## src/rtl/mac_driver.sv

```systemverilog
// Sequencer that buffers operand pairs and streams them through an external
// multiply-accumulate unit, then captures and hands off the accumulated result.
module mac_driver #(
    parameter int DEPTH = 8,
    parameter int WIDTH = 16
) (
    input  logic                     clk,
    input  logic                     rst,
    input  logic                     in_valid,
    input  logic [WIDTH-1:0]         in_a,
    input  logic [WIDTH-1:0]         in_b,
    output logic                     in_ready,
    input  logic                     start,
    output logic [WIDTH-1:0]         mac_a,
    output logic [WIDTH-1:0]         mac_b,
    output logic                     mac_rst,
    input  logic [WIDTH-1:0]         mac_op,
    output logic                     res_valid,
    output logic [WIDTH-1:0]         res_data,
    input  logic                     res_ready,
    output logic                     busy,
    output logic [$clog2(DEPTH):0]   fill
);

    localparam int AW = $clog2(DEPTH);
    localparam logic [AW:0] FULL = (AW+1)'(DEPTH);

    // state   | meaning
    // S_IDLE  | accept pairs, wait for start
    // S_CLEAR | pulse mac_rst to zero the accumulator
    // S_FEED  | present FIFO head and pop; one drain cycle once empty
    // S_WAIT  | capture mac_op into res_data
    // S_DONE  | hold result until consumer takes it
    typedef enum logic [2:0] {
        S_IDLE,
        S_CLEAR,
        S_FEED,
        S_WAIT,
        S_DONE
    } state_t;

    state_t             r_state;
    state_t             w_next_state;
    logic [WIDTH-1:0]   r_mem_a [DEPTH];
    logic [WIDTH-1:0]   r_mem_b [DEPTH];
    logic [AW-1:0]      r_wr_ptr;
    logic [AW-1:0]      r_rd_ptr;
    logic [AW:0]        r_fill;
    logic [WIDTH-1:0]   r_res_data;
    logic               w_in_ready;
    logic               w_push;
    logic               w_pop;
    logic               w_head_valid;

    always_comb begin
        w_next_state = r_state;
        case (r_state)
            S_IDLE:  if (start) w_next_state = S_CLEAR;
            S_CLEAR: w_next_state = (r_fill != '0) ? S_FEED : S_WAIT;
            S_FEED:  if (r_fill == '0) w_next_state = S_WAIT;
            S_WAIT:  w_next_state = S_DONE;
            S_DONE:  if (res_ready) w_next_state = S_IDLE;
            default: w_next_state = S_IDLE;
        endcase
    end

    // start wins over a same-cycle push so the run sees a stable pair count
    assign w_in_ready   = !rst && (r_state == S_IDLE) && (r_fill != FULL) && !start;
    assign w_push       = in_valid && w_in_ready;
    assign w_pop        = (r_state == S_FEED) && (r_fill != '0);
    assign w_head_valid = w_pop && !rst;

    always_ff @(posedge clk) begin
        if (rst) begin
            r_state    <= S_IDLE;
            r_wr_ptr   <= '0;
            r_rd_ptr   <= '0;
            r_fill     <= '0;
            r_res_data <= '0;
        end else begin
            r_state <= w_next_state;
            if (w_push) r_wr_ptr <= r_wr_ptr + AW'(1);
            if (w_pop)  r_rd_ptr <= r_rd_ptr + AW'(1);
            if (w_push && !w_pop)
                r_fill <= r_fill + (AW+1)'(1);
            else if (w_pop && !w_push)
                r_fill <= r_fill - (AW+1)'(1);
            if (r_state == S_WAIT) r_res_data <= mac_op;
        end
    end

    always_ff @(posedge clk) begin
        if (w_push) begin
            r_mem_a[r_wr_ptr] <= in_a;
            r_mem_b[r_wr_ptr] <= in_b;
        end
    end

    // zero operands outside FEED keep the accumulator holding its value
    assign mac_a     = w_head_valid ? r_mem_a[r_rd_ptr] : '0;
    assign mac_b     = w_head_valid ? r_mem_b[r_rd_ptr] : '0;
    assign mac_rst   = rst || (r_state == S_CLEAR);
    assign in_ready  = w_in_ready;
    assign busy      = !rst && (r_state != S_IDLE);
    assign res_valid = !rst && (r_state == S_DONE);
    assign res_data  = r_res_data;
    assign fill      = r_fill;

endmodule

```

## config.mk

```make
export PLATFORM = sky130hd
export DESIGN_NAME = mac_driver
export DESIGN_NICKNAME = d
export VERILOG_FILES = /design/src/rtl/mac_driver.sv
export SDC_FILE = /design/constraint.sdc
export NUM_CORES = 1
export LEC_CHECK = 0
export CORE_MARGIN = 2
export CORE_UTILIZATION = 33
export DETAILED_ROUTE_END_ITERATION = 6
export HOLD_SLACK_MARGIN = 0.12
export PLACE_DENSITY = 0.58
export SLEW_MARGIN = 20
export SYNTH_ARGS = -nofsm -noshare
export SYNTH_HDL_FRONTEND = slang
export SYNTH_SLANG_ARGS = --single-unit
```

## constraint.sdc

```tcl
create_clock -name clk -period 6.1 [get_ports clk]
set_input_delay 1.22 -clock clk [delete_from_list [all_inputs] [get_ports clk]]
set_output_delay 1.22 -clock clk [all_outputs]
set_load 0.05 [all_outputs]
```

Yosys cells after proc, flatten, opt, wreduce, memory -nomap -nowiden. Memory sizes are Yosys's and may differ from the RTL's. A register that Yosys moved wholly into a read port is not among the register bits. Index checks and enable logic that the tools add are counted.

Output and inout port bits: 56. Memories kept: 2. Bits in registers: 29. Memory bits (writable): 256. Word-level logic and storage cells: 55.

Memory list: r_mem_a (depth 8, width 16, read ports 1, clocked after memory_dff 1, wr ports 1, RTL line 44) `logic [WIDTH-1:0] r_mem_a [DEPTH];`; r_mem_b (depth 8, width 16, read ports 1, clocked after memory_dff 1, wr ports 1, RTL line 45) `logic [WIDTH-1:0] r_mem_b [DEPTH];`.

Reduce and logical (&&, ||, !) cells: 21. Equal/unequal tests: 8. Multiplexer cells: 15. Add/subtract/negate cells: 4.

Operators with widths (number): 2-to-1 mux 16 bit (2); 2-to-1 mux 3 bit (7); case mux 3 bit (5 select lines) (1); logical AND 1 bit (10); 2-to-1 mux 4 bit (2); adder 3 x 1 -> 3 bit (second input constant) (2); == test 3 x 2 -> 1 bit (second input constant) (2); inequality test 2 bit (second input constant) (3); adder 4 x 1 -> 4 bit (second input constant) (1); zero test 1 bit (4); zero test 4 bit (1); inequality test 4 bit (second input constant) (1); nonzero test 4 bit (1); subtractor 4 x 1 -> 4 bit (second input constant) (1); == test 3 x 1 -> 1 bit (second input constant) (1); == test 3 bit (second input constant) (1); zero test 3 bit (1); 2-to-1 mux 1 bit (3); AND reduction 3 bit (1); nonzero test 3 bit (1); nonzero test 2 bit (1); logical OR 1 bit (1).

Logic depth before layout (Yosys ltp). Gate-level depths: netlist (run 1).

Depth in word-level cells: 9. Depth in mapped cells: 10. Gate-level depth less buffers: 9.

Least setup slack after synthesis (run 1). OpenSTA, ideal clock, no wires.

Path kind: input to register. From: input port rst. To: memory r_mem_a[4][0] (enable). Required time: 5.598 ns. Arrival: 5.954 ns. Cell stages on the path: 5. Setup slack: -0.356 ns. Path through: clkbuf_1 -> or4_4 -> a211oi_2 -> nand2_1 -> nor4_1.

Cells in the longest elaborated chain, start to end: 7.

Ends and longest elaborated chain: from (decl) (RTL line 8) `input logic rst,`; zero test 1 bit (RTL line 68) `assign w_in_ready = !rst && (r_state == S_IDLE) && (r_fill != FULL) && !start;`; logical AND 1 bit (3 in a row) (RTL line 68); net in_ready (RTL line 12) `output logic in_ready,`; logical AND 1 bit (RTL line 69) `assign w_push = in_valid && w_in_ready;`; 2-to-1 mux 1 bit (RTL line 93) `if (w_push) begin`; 2-to-1 mux 1 bit (not written as such) (RTL line 94) `r_mem_a[r_wr_ptr] <= in_a;`; to (decl) (RTL line 44).

The timed path passes the listed nets, and every way through them passes these cells.

Worst setup path after layout (run 1).
From: input port rst. To: output port mac_b[13].

Cells in the longest elaborated chain, start to end: 3.

Ends and longest elaborated chain: zero test 1 bit (RTL line 71) `assign w_head_valid = w_pop && !rst;`; logical AND 1 bit (RTL line 71); 2-to-1 mux 16 bit (RTL line 101) `assign mac_b = w_head_valid ? r_mem_b[r_rd_ptr] : '0;`; to (decl) (RTL line 15) `output logic [WIDTH-1:0] mac_b,`.

Every way passes these cells.

==> results.ini, run 1 <==
[routing]
detailroute.via_count=5485
drtAntennaViolNets=0
drc=0
detail_route.wirelength_um=23000
via_per_inst=4.68
drt_iter0_markers=316
drt_pre_antenna_iters=4
avgRoutedWirePerCell_um=19.6

[floorplan]
die-width_um=187
floorplan.rows=67
die_area_mm2=0.0351
initial_utilization=0.333
design.portCount=109
floorplan.core_area_mm2=0.0333
fp.dieH_um=187

[synthesis]
syn_area_per_cell_um2=19.3
summed_instance_area_of_the_synthesized_netlist_mm2=0.0111
count_of_flip_flops_with_a_built_in_enable_after_synthesis=256
synth.yosys.warnings=0
synth_seq_area_share=0.752
synth.net_count=632
netlist_instances=573
register_bit_total_from_synthesis=288
synth_top_cells_by_area=edfxtp_1 69%, mux4_2 13%, dfxtp_1 5.8%, mux2i_1 3.3%, nor2_1 1.6%
post-synth-top-area-fraction=0.694
yosysTopAreaCell=edfxtp_1
ys.flop_type=edfxtp_1
async_reset_ff_frac=0
synth.lib_cells_used.distinct=34

[finish]
area.sequential_mm2=0.00834
drive_gt1_frac=0.203
multi_input_area_mm2=0.00266
final_common_cell=edfxtp_1
fin_nets=758
layout_common_cells=256 x edfxtp_1, 108 x clkdlybuf4s50_1, 64 x mux4_2
area_delta_synth_final_pct=24.8
count_of_fill_cells_added_during_filler_insertion=2946

[placement]
placement.io_buffers=108
final_hpwl_dp_um=13700
routabilityCongestion=0.726

[grt]
maximum_number_of_pins_on_one_net_before_global_route_repair=65
grt_antenna_before_repair=2
grt.total_usage=0.132
number_of_global_route_vias_before_repair=6094
grt_pass1_wl_um=35100
overflow_left_after_global_routing=0

[clock_network]
cts_hold_repair_buffers=0
cts.path.max_buffers=3
clk_root_buffer_cell=clkbuf_16
tritoncts.num_buffers=30
tritoncts_num_sinks=288
ctsHtreeMaxLevel=1
tritoncts=built
postCtsSetupRepairBufs=0
clock_latency_ns=0.54
ctsResizeCount=0
clk_pin_slew_worst_paths_ns=0.06

[power]
vdd_ir_drop_max_mv=0.253
cell_internal_pwr_mw=3.71
cellLeakagePower_nw=4.22
power.share.combinational=0.152
clkPwrFrac=0.379
switching_share=0.247
pwr_density_cell_mw_per_mm2=356
seqPwrFrac=0.469
p_sw_mw=1.22

[sta]
drv_slew=0
fmax_mhz=201
slew-limit-headroom=0.360
final_min_period_over_clock_period=0.814
grt_setup_unrepaired=false
timing.final.setup_violations=0
worst_hold_slack_ns=0.455
worst_clock_skew_ns=0.0145
final_hold_viol_count=0
transition_time_of_the_tightest_slew_check_pin_ns=0.960
setup-tns-final_ns=0
finalCriticalPeriod_ns=4.97

[setup_path]
worstPathMaxFanout=32
timing.critical_path.arrival_ns=3.75
worstSetupPathType=primary input to primary output
worst-endpoint-required_ns=4.88
cp-end-kind=primary output
worst-r2r-cell-count=9
startpoint_type=primary input

[hold_path]
whs_path_depth=2
worst_hold_path_type=flip-flop to flip-flop

[job]
drv.max_cap_violation_count=0

[status]
run_status=finished clean

==> path summary, 6_finish.rpt <==
| kind | startpoint | to | slack (ns) |
|---|---|---|---|
| worst min register to register | res_data[7] | res_data[7] | 0.46 |
| worst min-delay path | res_data[7] | res_data[7] | 0.46 |
| worst max register to register | r_state[2] | fill[3] | 3.07 |
| worst max-delay path | rst | mac_b[13] | 1.13 |
==> through the flow <==
stage	instances	power [mW]	util	setup slack [ns]	cell area (um^2)
after floorplan	573	2.87	-	0.480	11100
after global placement	1115	3.10	0.384	1.13	12800
after detailed placement	1115	3.11	0.384	1.05	12800
after CTS	1171	4.99	0.416	1.04	13800
after global routing	1171	5.13	0.416	0.925	13800
final	1172	4.92	0.416	1.13	13800
==> cells in the mapped netlist, drive strengths merged, types with 3 or more instances <==
cell type / n
nand2: 37
nand2b: 4
dfxtp: 32
mux4: 64
nor2: 47
inv: 3
buf: 13
nor3: 7
nor4: 3
a21oi: 21
xnor2: 3
mux2i: 36
xor2: 3
clkbuf: 20
edfxtp: 256
ha: 5
==> cell type report <==
type | count | area share
sequential | 288 | 0.603
clock buffer | 39 | 0.0589
inverter | 3 | 0.000814
tap | 448 | 0.0405
antenna | 1 | 0.000181
timing repair buffer | 127 | 0.0885
multi-input combinational | 249 | 0.192
clock inverter | 17 | 0.0160
==> routing by layer <==
| layer | global-route usage | routed length, um | up-vias |
|---|---|---|---|
| met3 | 0.0319 | 1310 | 26 |
| met2 | 0.239 | 11800 | 141 |
| li1 | - | - | 2527 |
| met4 | 0.0266 | 344 | 2 |
| met5 | 0 | 16 | - |
| met1 | 0.160 | 9440 | 2789 |
==> cell families (layout without fill, tap and decap cells) <==
group           after synthesis  after routing  synth area share
flops                       288            288             0.752
simple gates                108            108            0.0419
mux                         101            101             0.164
buf+inv                      36            186            0.0141
compound gates               28             28            0.0165
fa+ha+maj                     6              6           0.00745
xor+xnor                      6              6           0.00474
other cells                   0              1                 0
==> state kept, by name, summed over array words and instances (netlist names), named ones only <==
name	cells
r_rd_ptr	3
r_mem_b	128
r_state	3
fill	4
res_data	16
r_mem_a	128
r_wr_ptr	3
==> power groups by stage <==
stage	clock, mW	sequential (mW)	combinational, mW
2_1_floorplan	0	2.35	0.514
3_3_place_gp	0	2.35	0.749
3_5_place_dp	0	2.35	0.761
4_1_cts	1.91	2.31	0.765
5_1_grt	1.99	2.32	0.809
6_report	1.87	2.31	0.749
==> worst max-delay path: stages <==
cell	delay, ns
clkdlybuf4s50_1	0.70
or2_2	0.74
nor2_1	0.24
clkdlybuf4s50_1	0.83
Note: power is estimated with default switching activity, not from simulation.
==> inputs of run 2 (changes only) <==
==> constraint.sdc (replaced) <==
create_clock -name clk -period 5 [get_ports clk]
set_input_delay 1 -clock clk [delete_from_list [all_inputs] [get_ports clk]]
set_output_delay 1 -clock clk [all_outputs]
set_load 0.05 [all_outputs]
==> run 2 against run 1 <==
Die area is the same. Setup slack lost 0.097 ns. Wire length decreased by 1.9%. Power increased by 20%. Worst hold slack improved by 0.00051 ns. Critical path depth grew 1. Sequential power is 21% higher. Sequential cell count unchanged. Final cell count is 0.51% lower. Clock power is 16% higher. First-iteration DRC count is 40% higher. Largest power group unchanged. Highest routed layer unchanged.
==> results.ini, run 2 (same netlist as run 1, synthesis figures left out) <==
[sta]
worst_clock_skew_ns=0.0150
final_hold_viol_count=0
grt_setup_unrepaired=false
fmax_mhz=252
slew-limit-headroom=0.340
timing.final.setup_violations=0
final_min_period_over_clock_period=0.793
drv_slew=0
finalCriticalPeriod_ns=3.96
transition_time_of_the_tightest_slew_check_pin_ns=0.990

[placement]
final_hpwl_dp_um=12900
routabilityCongestion=0.727
dpl_cell_area_mm2=0.0127
placement.io_buffers=108

[power]
vdd_ir_drop_max_mv=0.253
cellLeakagePower_nw=4.26
pwr_density_cell_mw_per_mm2=429
p_total_mw=5.89

[routing]
drt_pre_antenna_iters=6
detailroute.via_count=5512
drt_iter0_markers=442
drtAntennaViolNets=0
drc=0
detail_route.wirelength_um=22500
avgRoutedWirePerCell_um=19.3
via_per_inst=4.73

[grt]
maximum_number_of_pins_on_one_net_before_global_route_repair=65
grt.total_usage=0.128
grt_pass1_wl_um=34300
overflow_left_after_global_routing=0
number_of_global_route_vias_before_repair=5837
grt_antenna_before_repair=3

[floorplan]
die-width_um=187
fp.dieH_um=187
die_area_mm2=0.0351
design.portCount=109
floorplan.core_area_mm2=0.0333
initial_utilization=0.333
floorplan.rows=67

[setup_path]
crit_chain=clkdlybuf4s50_1, buf_4, or2_2, nor2_1, buf_4
critical_path.most_common_cell=buf_4
worstSetupPathType=primary input to primary output
critical-path-slowest-cell=or2_2
worst_path_largest_cell_delay_ns=0.68
worst-endpoint-required_ns=4.00
startpoint_type=primary input
worstPathMaxFanout=35
timing.critical_path.arrival_ns=2.96
cp-end-kind=primary output

[finish]
insertedDiodeCount=0
area_delta_synth_final_pct=24.0
fin_nets=753
final_common_cell=edfxtp_1
final_area_mm2=0.0137
layout_common_cells=256 x edfxtp_1, 75 x clkdlybuf4s50_1, 64 x mux4_2
drive_gt1_frac=0.245

[clock_network]
tritoncts=built
ctsHtreeMaxLevel=1
ctsResizeCount=0
tritoncts.num_buffers=30
postCtsSetupRepairBufs=0
cts_hold_repair_buffers=0
clk_root_buffer_cell=clkbuf_16
cts.path.max_buffers=3
clock_latency_ns=0.55
clk_pin_slew_worst_paths_ns=0.06
tritoncts_num_sinks=288

[job]
drv.max_cap_violation_count=0

[status]
run_status=finished clean

[hold_path]
worst_hold_path_type=flip-flop to flip-flop

## run 2: cell types whose count changed in the layout (fill, tap and decap cells not counted), sizes merged
cell           previous run  this run
clkdlybuf4s50           108        75
buf                      19        47
bufinv                    5         1
clkinv                   11        13
clkbuf                   39        40
diode                     1         0
inv                       3         4
## run 2: worst max-delay path: cells and delay by family
family,cells,cell delay [ns]
and+or+nand+nor,2,0.86
buffers and inverters,3,1.07
## run 2: power breakdown
part	internal (mW)	total (mW)	switching (mW)	leakage [nW]
registers	2.69	2.80	0.105	2.56
clock network	1.29	2.17	0.875	0.497
logic	0.420	0.931	0.510	1.20
## run 2: area by class of cell
| class | instances | area, um^2 |
|---|---|---|
| Timing Repair Buffer | 122 | 1170 |
| Multi-Input combinational cell | 249 | 2670 |
| Fill cell | 2953 | 19500 |
| Tap cell | 448 | 561 |
| Clock buffer | 40 | 882 |
| Clock inverter | 16 | 114 |
| Sequential cell | 288 | 8340 |
| Inverter | 3 | 11.3 |
## run 2: routing by layer
layer	track usage	vias up	share of wire
met3	0.0281	41	0.055
met1	0.155	2800	0.40
met2	0.232	145	0.52
met5	0	-	0.0018
met4	0.0299	6	0.021
li1	-	2520	-
## run 2: final timing paths
path	start	endpoint	depth (start not counted)	slack, ns
worst max-delay path	rst	mac_b[12]	5	1.04
worst min-delay path	res_data[2]	res_data[2]	2	0.46
worst min register to register	res_data[2]	res_data[2]	2	0.46
worst max register to register	r_state[2]	fill[3]	9	1.92
## run 2: through the flow
stage          TNS (ns)  cells  setup slack (ns)   util  hold slack, ns
6_report              0   1166              1.04  0.413           0.456
3_5_place_dp          0   1110             0.929  0.383           0.451
2_1_floorplan    -25.60    573            -0.400      -           0.445
3_3_place_gp          0   1110             0.978  0.383           0.445
4_1_cts               0   1166             0.917  0.413           0.457
5_1_grt               0   1166             0.843  0.413           0.478
==> inputs of run 3 (changes only) <==
--- a/config.mk
+++ b/config.mk
@@ -9,7 +9,7 @@
 export CORE_UTILIZATION = 33
 export DETAILED_ROUTE_END_ITERATION = 6
 export HOLD_SLACK_MARGIN = 0.12
-export PLACE_DENSITY = 0.58
+export PLACE_DENSITY = 0.6
 export SLEW_MARGIN = 20
 export SYNTH_ARGS = -nofsm -noshare
 export SYNTH_HDL_FRONTEND = slang
==> constraint.sdc (replaced) <==
create_clock -name clk -period 3.3 [get_ports clk]
set_input_delay 0.66 -clock clk [delete_from_list [all_inputs] [get_ports clk]]
set_output_delay 0.66 -clock clk [all_outputs]
set_load 0.05 [all_outputs]
==> run 3 against run 2 <==
Final cell count is 2.0% higher. Worst hold slack worse by 0.0035 ns. Non-clock buffer count is 22 higher. Setup slack worse by 0.85 ns. Core utilization is 1.7 points higher. Combinational power is 78% higher. Sequential share of layout area is 2.5 points lower.
==> results.ini, run 3 (same netlist as run 1, synthesis figures left out) <==
[routing]
via_per_inst=4.69
avgRoutedWirePerCell_um=19.2
routed.top_layer=met5
detailroute.via_count=5572
detail_route.wirelength_um=22800
drt_pre_antenna_iters=4
drc=0
met1_length_um=10200
drt_iter0_markers=329
drtAntennaViolNets=0
met3_length_um=1020
met2_length_um=11100

[setup_path]
crit_chain=nor4_4, nand2b_2, or2_4, buf_4, nor2_1, buf_4, buf_12
timing.rr.start=r_state[2]
critical_path.top_delay_family=simple AND/OR/NAND/NOR gates
reg2reg_to=fill[3]
worst_path_largest_cell_delay_ns=0.52
worstSetupPathType=flip-flop to primary output
critical-path-slowest-cell=dfxtp_1
worst-r2r-cell-count=9
startpoint_type=flip-flop
cp-end-kind=primary output
timing.critical_path.arrival_ns=2.45
critical_path.n_buffers_inverters=3
r2r_slack_ns=0.45
critical_path.most_common_cell=buf_4
worst-endpoint-required_ns=2.64
worstPathMaxFanout=11

[finish]
final_area_mm2=0.0143
area_delta_synth_final_pct=29.3
stdcell_count=1189
drive_gt1_frac=0.278
insertedDiodeCount=0
fin_nets=776
layout_common_cells=256 x edfxtp_1, 72 x clkdlybuf4s50_1, 64 x mux4_2
fin_util=0.430
final_common_cell=edfxtp_1

[placement]
placement.io_buffers=108
dp.cells=1132
dpl_cell_area_mm2=0.0133
final_hpwl_dp_um=13500
routabilityCongestion=0.675

[hold_path]
worst_hold_path.endpoint=res_data[8]
beginning_of_the_worst_hold_path=res_data[8]
whs_path_depth=2
worst_hold_path_type=flip-flop to flip-flop

[floorplan]
fp.dieH_um=187
die-width_um=187
floorplan.core_area_mm2=0.0333
die_area_mm2=0.0351
floorplan.rows=67
design.portCount=109
initial_utilization=0.333

[grt]
grt.total_usage=0.131
number_of_global_route_vias_before_repair=6018
grt_pass1_wl_um=35400
maximum_number_of_pins_on_one_net_before_global_route_repair=36
grt_antenna_before_repair=1
overflow_left_after_global_routing=0

[clock_network]
ctsHtreeMaxLevel=1
postCtsSetupRepairBufs=0
clk_root_buffer_cell=clkbuf_16
tritoncts.num_buffers=31
clk_pin_slew_worst_paths_ns=0.06
cts_hold_repair_buffers=0
tritoncts=built
ctsResizeCount=3
tritoncts_num_sinks=288
clock_latency_ns=0.55
cts.path.max_buffers=3

[sta]
drv_slew=0
timing.final.setup_violations=0
grt_setup_unrepaired=false
transition_time_of_the_tightest_slew_check_pin_ns=0.670
final_hold_viol_count=0
worst_clock_skew_ns=0.0219
final_min_period_over_clock_period=0.944
slew-limit-headroom=0.552
fmax_mhz=321
finalCriticalPeriod_ns=3.11

[power]
pwr_density_cell_mw_per_mm2=642
vdd_ir_drop_max_mv=0.482
cellLeakagePower_nw=4.48
p_total_mw=9.19

[status]
run_status=finished clean

[job]
drv.max_cap_violation_count=0

## run 3: cell types whose count changed in the layout (fill, tap and decap cells not counted), sizes merged
cell           change
buf               +25
clkbuf             -5
clkdlybuf4s50      -3
bufinv             +2
clkinv             +2
inv                +2
## run 3: metrics by stage
stage	hold WS, ns	worst slack (ns)	TNS, ns
6_report	0.452	0.186	0
3_3_place_gp	0.443	-0.0600	-0.0600
4_1_cts	0.454	0.0417	0
2_1_floorplan	0.482	-0.301	-20.69
3_5_place_dp	0.449	-0.108	-0.138
5_1_grt	0.476	0.0502	0
## run 3: worst min-delay path: stages, from the launching register on
cell and delay, ns:
dfxtp_1 0.30, nand2_1 0.05, a21oi_1 0.05
## run 3: layer usage
| layer | up-vias | track usage |
|---|---|---|
| met5 | - | 0 |
| met4 | 2 | 0.0302 |
| met3 | 30 | 0.0278 |
| met2 | 133 | 0.221 |
| met1 | 2837 | 0.175 |
| li1 | 2570 | - |
## run 3: worst max-delay path by stage
stage	startpoint	endpoint	slack (ns)	cells past startpoint
2_1_floorplan	rst	r_mem_a[4][0]	-0.30	5
3_3_place_gp	rst	fill[3]	-0.06	10
3_5_place_dp	rst	fill[3]	-0.11	10
4_1_cts	fill[0]	mac_a[15]	0.04	7
5_1_grt	fill[0]	mac_a[15]	0.05	7
6_report	fill[1]	mac_a[15]	0.19	7
## run 3: layout make-up
class / instances / area [um^2]
well taps: 448 / 561
fillers: 2900 / 19000
clock buffers: 35 / 791
inverters: 3 / 11.3
flip-flops and latches: 288 / 8340
repair buffers: 144 / 1700
clock inverters: 22 / 193
multi-input cells: 249 / 2730
## run 3: power by group
| group | leakage, nW | internal [mW] | switching [mW] |
|---|---|---|---|
| registers | 2.57 | 4.08 | 0.116 |
| logic | 1.43 | 0.786 | 0.878 |
| clock network | 0.490 | 1.95 | 1.37 |
